[config.mk]
export PLATFORM = sky130hd
export DESIGN_NAME = sw_debounce2
export DESIGN_NICKNAME = d
export VERILOG_FILES = /design/src/rtl/sw_debounce2.sv
export SDC_FILE = /design/constraint.sdc
export NUM_CORES = 1
export LEC_CHECK = 0
export ABC_AREA = 1
export CORE_ASPECT_RATIO = 1.2
export CORE_MARGIN = 3
export CORE_UTILIZATION = 35
export DETAILED_ROUTE_END_ITERATION = 10
export GPL_TIMING_DRIVEN = 0
export SYNTH_ARGS = -nofsm -noshare
export SYNTH_HDL_FRONTEND = slang
export SYNTH_SLANG_ARGS = --single-unit
[constraint.sdc]
create_clock -name CLK -period 1.62 [get_ports CLK]
set_clock_uncertainty 0.1 [all_clocks]
set_input_delay 0.243 -clock CLK [delete_from_list [all_inputs] [get_ports CLK]]
set_output_delay 0.243 -clock CLK [all_outputs]
set_load 0.05 [all_outputs]
[src/rtl/sw_debounce2.sv]
// Two-channel switch conditioner: synchronise, debounce, and
// emit one-cycle rise/fall pulses per channel.
module sw_debounce2 #(
  parameter int STABLE_CNT = 50000,
  parameter int CNT_W      = 16
) (
  input  logic       CLK,
  input  logic       RST_N,
  input  logic [1:0] SW_IN,
  output logic [1:0] SW_OUT,
  output logic [1:0] SW_RISE,
  output logic [1:0] SW_FALL
);

  typedef enum logic {
    ST_STABLE  = 1'b0,
    ST_PENDING = 1'b1
  } state_e;

  localparam logic [CNT_W-1:0] LAST =
    CNT_W'(STABLE_CNT - 1);

  for (genvar g = 0; g < 2; g++) begin : g_ch
    logic             s1_q, s1_d;
    logic             s2_q, s2_d;
    logic             out_q, out_d;
    logic             rise_q, rise_d;
    logic             fall_q, fall_d;
    logic [CNT_W-1:0] cnt_q, cnt_d;
    state_e           state;

    // Channel state: sync chain, level, counter, pulses.
    always_ff @(posedge CLK or negedge RST_N) begin
      if (!RST_N) begin
        s1_q   <= 1'b0;
        s2_q   <= 1'b0;
        out_q  <= 1'b0;
        rise_q <= 1'b0;
        fall_q <= 1'b0;
        cnt_q  <= '0;
      end else begin
        s1_q   <= s1_d;
        s2_q   <= s2_d;
        out_q  <= out_d;
        rise_q <= rise_d;
        fall_q <= fall_d;
        cnt_q  <= cnt_d;
      end
    end

    // Mode follows agreement of synced input with output;
    // a full run of disagreement commits the new level.
    always_comb begin
      s1_d   = SW_IN[g];
      s2_d   = s1_q;
      out_d  = out_q;
      rise_d = 1'b0;
      fall_d = 1'b0;
      cnt_d  = cnt_q;
      state  = (s2_q == out_q) ? ST_STABLE
                               : ST_PENDING;
      unique case (state)
        ST_STABLE: begin
          cnt_d = '0;
        end
        ST_PENDING: begin
          if (cnt_q == LAST) begin
            out_d  = s2_q;
            rise_d = s2_q;
            fall_d = ~s2_q;
            cnt_d  = '0;
          end else begin
            cnt_d = cnt_q + CNT_W'(1);
          end
        end
        default: begin
          cnt_d = '0;
        end
      endcase
    end

    assign SW_OUT[g]  = out_q;
    assign SW_RISE[g] = rise_q;
    assign SW_FALL[g] = fall_q;
  end

endmodule

# Yosys cells after proc, flatten, opt, wreduce, memory -nomap -nowiden

Index checks and enable logic that the tools add are counted.

Flip-flop bits (word level): 42
Bits of input ports: 4
Output and inout port bits: 6
Word-level logic and storage cells: 38

Add/sub/neg operators: 2
Equal/unequal tests: 4
Multiplexer cells: 14
Bitwise logic cells: 4
Reductions and logical operators: 2

Operators by type and width:

| operator              | number |
|---|---|
| $pmux 16 s2           | 2 |
| $add 16x1->16 const B | 2 |
| $eq 16x16->1 const B  | 2 |
| $mux 16               | 2 |
| $mux 1                | 10 |
| $not 1->1             | 4 |
| $reduce_and 2->1      | 2 |
| $eq 1x1->1            | 2 |

# Depth between registers and ports, before layout

Word-level depth: 3
Depth in mapped cells: 7
Mapped depth without buffers: 7

# Least setup slack after synthesis

Ideal clock, no wire load.

Kind: flip-flop to flip-flop
Start point: register g_ch[1].cnt_q[0]
End point: register g_ch[1].out_q
Setup time: 0.123 ns
Arrival time: 1.091 ns
Required time: 1.397 ns
Path slack: 0.307 ns
Cell stages (with the launch flop): 7
Buffers on the path: 0
Clock period less this slack: 1.313 ns
Cell sequence: dfrtp_1 -> ha_1 -> nand3_2 -> nor2_2 -> nand2_4 -> nor2_1 -> a21oi_1

Cells in the longest elaborated chain, start to end: 2

Ends and longest elaborated chain:

| item                       | line | RTL |
|---|---|---|
| start, declared            | 29   | `logic [CNT_W-1:0] cnt_q, cnt_d;` |
| start signal, assigned     | 47   | `cnt_q <= cnt_d;` |
| $eq 16x16->1               | 67   | `if (cnt_q == LAST) begin` |
| $reduce_and 2->1 (no line) | --   |  |
| end signal, assigned       | 44   | `out_q <= out_d;` |
| end, declared              | 26   | `logic out_q, out_d;` |

Every way passes these cells.
A chain may end at the register's enable or synchronous reset.

# Final worst setup path

Start point: register g_ch[0].rise_q
End point: output port SW_RISE[0]

RTL lines:

| item                   | line | RTL |
|---|---|---|
| start, declared        | 27   | `logic rise_q, rise_d;` |
| start signal, assigned | 45   | `rise_q <= rise_d;` |
| end, declared          | 11   | `output logic [1:0] SW_RISE,` |

No word-level cell between the ends.

==> metrics.md <==
| Metric | Value |
|---|---|
| Outcome | completed |
| Post-Syn Instances | 279 |
| Commonest non-fill, non-tap cell in the layout | nor2_1 |
| TritonCTS clock tree | done |
| Critical path class | flip-flop to output port |
| First-pass GRT wire length | 7370 um |
| Clk root buf | clkbuf_8 |
| Via density | 4.48 |
| Pint | 1.56 mW |
| Inst Count DP | 371 |
| Worst path required time | 1.28 ns |
| Share of post-route cells with drive strength above 1 | 0.138 |
| Site Rows | 31 |
| Static Leak | 1.22 nW |
| Post-Syn Area | 2210 um2 |
| VDD IR max | 0.000665 V |
| Worst slew pin tran | 0.491 ns |
| Die Wd | 78.5 um |
| Drt wl/cell | 10.4 um |
| Worst flop-to-flop path endpoint | g_ch[0].cnt_q[4] |
| Yosys reg bits | 42 |
| CP endpoint kind | output port |
| Switch share | 0.222 |
| Overflow after GRT | 0 |
| Synth Net Count | 285 |
| H-tree depth | 2 |
| Global placement routability congestion | 0.813 |
| Number of global-route vias before repair | 1,634 |
| Register area | 1050 um2 |
| Synth Area per Inst | 7.91 um2 |
| Layout Area Growth over Synthesis | 14.8% |
| Gr usage total | 0.128 |
| Vias | 1,701 |
| HPWL after DPL | 2920 um |
| Die height | 93.0 um |
| Yosys top cell by area | dfrtp_1 |
| Seq/Total Area, Yosys | 0.476 |
| Worst Hold Class | primary input to asynchronous set/reset pin |
| Worst Setup EP | SW_RISE[0] |
| Final ANT Viol Nets | 0 |
| Flop-to-flop setup slack | 0.14 ns |
| Clk pwr share | 0.419 |
| RSZ-0062 raised after global routing | false |
| Synth top area share | 0.476 |
| Pin count of the biggest net entering global routing | 41 |
| Setup violations, final | 0 |
| Port buffer count | 9 |
| Commonest non-fill, non-tap cells in the layout | nor2_1 (70), nand2_1 (47), dfrtp_1 (42) |
| Post-Route WL | 3960 um |
| Max Freq | 0.636 GHz |
| R2R cell count | 6 |
| Final nets | 303 |
| Area contributors post-synth | dfrtp_1 (48%), nor2_1 (12%), nand2_1 (8.0%) |
| Switch Pwr | 444 uW |
| First-pass DRT Iterations | 4 |
| Sequential power share | 0.540 |
| Die footprint | 7290 um2 |
| Relative slew slack | 0.674 |
| Final core occ | 0.416 |
| Max-Cap Viols | 0 |
| Critical Path Source Type | flip-flop |
| Starting Density | 0.362 |
| Final slew viol count | 0 |
| TritonCTS Sinks | 42 |
| Area of the multi-input gates | 985 um2 |
| Ys Warns | 0 |
| Final Hold Vio Count | 0 |
| Crit path from | g_ch[0].rise_q |
| CTS buffer count | 5 |
| Power per cell area | 790 nW/um2 |
| Post-route DRC violation count | 0 |
| Later-pin clock latency in the skew report | 0.30 ns |
| Antenna violations before repair | 0 |
| CORE AREA | 6090 um2 |
| Crit-path max FO | 1 |
| Longest Clk Path Bufs | 2 |
| Final period util | 0.970 |
| Comb power frac | 0.042 |
| Critical Path AT | 1.23 ns |
| Yosys cell types | 25 |
| Hold WS | 0.185 ns |
| DR iter-0 viols | 72 |
| IO Pins | 10 |
| Reg-to-reg startpoint | g_ch[0].cnt_q[0] |
| Fin cells | 380 |
| Clock-pin slew of the registers on the worst-case setup and hold paths | 0.08 ns |
| Setup repair bufs after CTS | 0 |
| Filler cell count | 639 |
| Period minus WS final | 1.57 ns |
| Antenna Cells | 0 |
[layout make-up]
class | instances | area share
Clock inverter | 3 | 0.0173
Timing Repair Buffer | 11 | 0.0420
Tap cell | 82 | 0.0405
Multi-Input combinational cell | 197 | 0.389
Inverter | 32 | 0.0474
Sequential cell | 42 | 0.415
Clock buffer | 5 | 0.0272
Buffer | 8 | 0.0217
[per-stage QoR]
step           instance area (um2)  worst slack (ns)  setup TNS, ns  power, mW
2_1_floorplan                 2210             0.307              0       1.14
3_3_place_gp                  2400            -0.892         -37.36       1.18
3_5_place_dp                  2410          -0.00983       -0.00983       1.19
4_1_cts                       2530            0.0171              0       2.05
5_1_grt                       2530         0.0000826              0       2.10
6_report                      2530            0.0480              0       2.00
[worst min-delay path by stage]
stage	from	to	slack, ns
final	RST_N	g_ch[1].rise_q	0.18
after detailed placement	RST_N	g_ch[1].fall_q	-0.05
after global routing	RST_N	g_ch[1].rise_q	0.16
after CTS	RST_N	g_ch[1].fall_q	0.17
after global placement	g_ch[1].s1_q	g_ch[1].s2_q	0.24
after floorplan	RST_N	g_ch[0].cnt_q[0]	-0.15
[flip-flops by register name (all words and copies together), names as in the netlist]
register	cells
g_ch.rise_q	2
g_ch.fall_q	2
g_ch.cnt_q	32
g_ch.out_q	2
g_ch.s2_q	2
g_ch.s1_q	2
[cell usage after synthesis]
master	count
nor2_1	72
nand2_1	47
dfrtp_1	42
inv_1	30
nand3_1	26
xor2_1	9
buf_4	6
nand4_1	5
nor2_2	5
a21oi_1	4
nand2_2	4
nor3_1	4
xnor2_1	4
o21bai_1	3
a31oi_1	2
buf_2	2
ha_1	2
inv_2	2
nand2_4	2
nand3_2	2
or2_1	2
a21o_1	1
nor3_2	1
nor3_4	1
nor3b_2	1
[per-layer routing]
| metal | track usage | vias to the layer above | wire length [um] |
|---|---|---|---|
| met5 | 0 | - | 0 |
| met4 | 0.0394 | 0 | 57 |
| met3 | 0.0379 | 5 | 120 |
| met2 | 0.210 | 16 | 1920 |
| met1 | 0.163 | 779 | 1870 |
| li1 | - | 901 | - |
[critical path, cell delays in order, from the launching register on]
cell           delay [ns]
dfrtp_1              0.33
buf_4                0.09
dlygate4sd2_1        0.52
[power groups by stage]
stage,logic [mW],clock network (mW),registers [mW]
floorplan,0.0425,0,1.10
global placement,0.0795,0,1.10
detailed placement,0.0849,0,1.10
CTS,0.0866,0.879,1.08
global route,0.0981,0.920,1.08
finish,0.0833,0.838,1.08
[cell families (layout without fill, tap and decap cells)]
family / Yosys count / count (layout) / synth area share
and+or+nand+nor: 172 / 172 / 0.353
DFF: 42 / 42 / 0.476
xor gates and xnor gates: 13 / 13 / 0.0516
adders and majority gates: 2 / 2 / 0.0113
buffers and inverters: 40 / 59 / 0.0794
AOI/OAI and AO/OA: 10 / 10 / 0.0284
[timing repair]
action	CTS	global route
endpoints found under the hold margin	42	0
hold buffers	1	0
endpoints found under the setup margin	6	5
pin swaps	0	0
gates resized for setup	9	5
(Power assumes the default switching activity.)
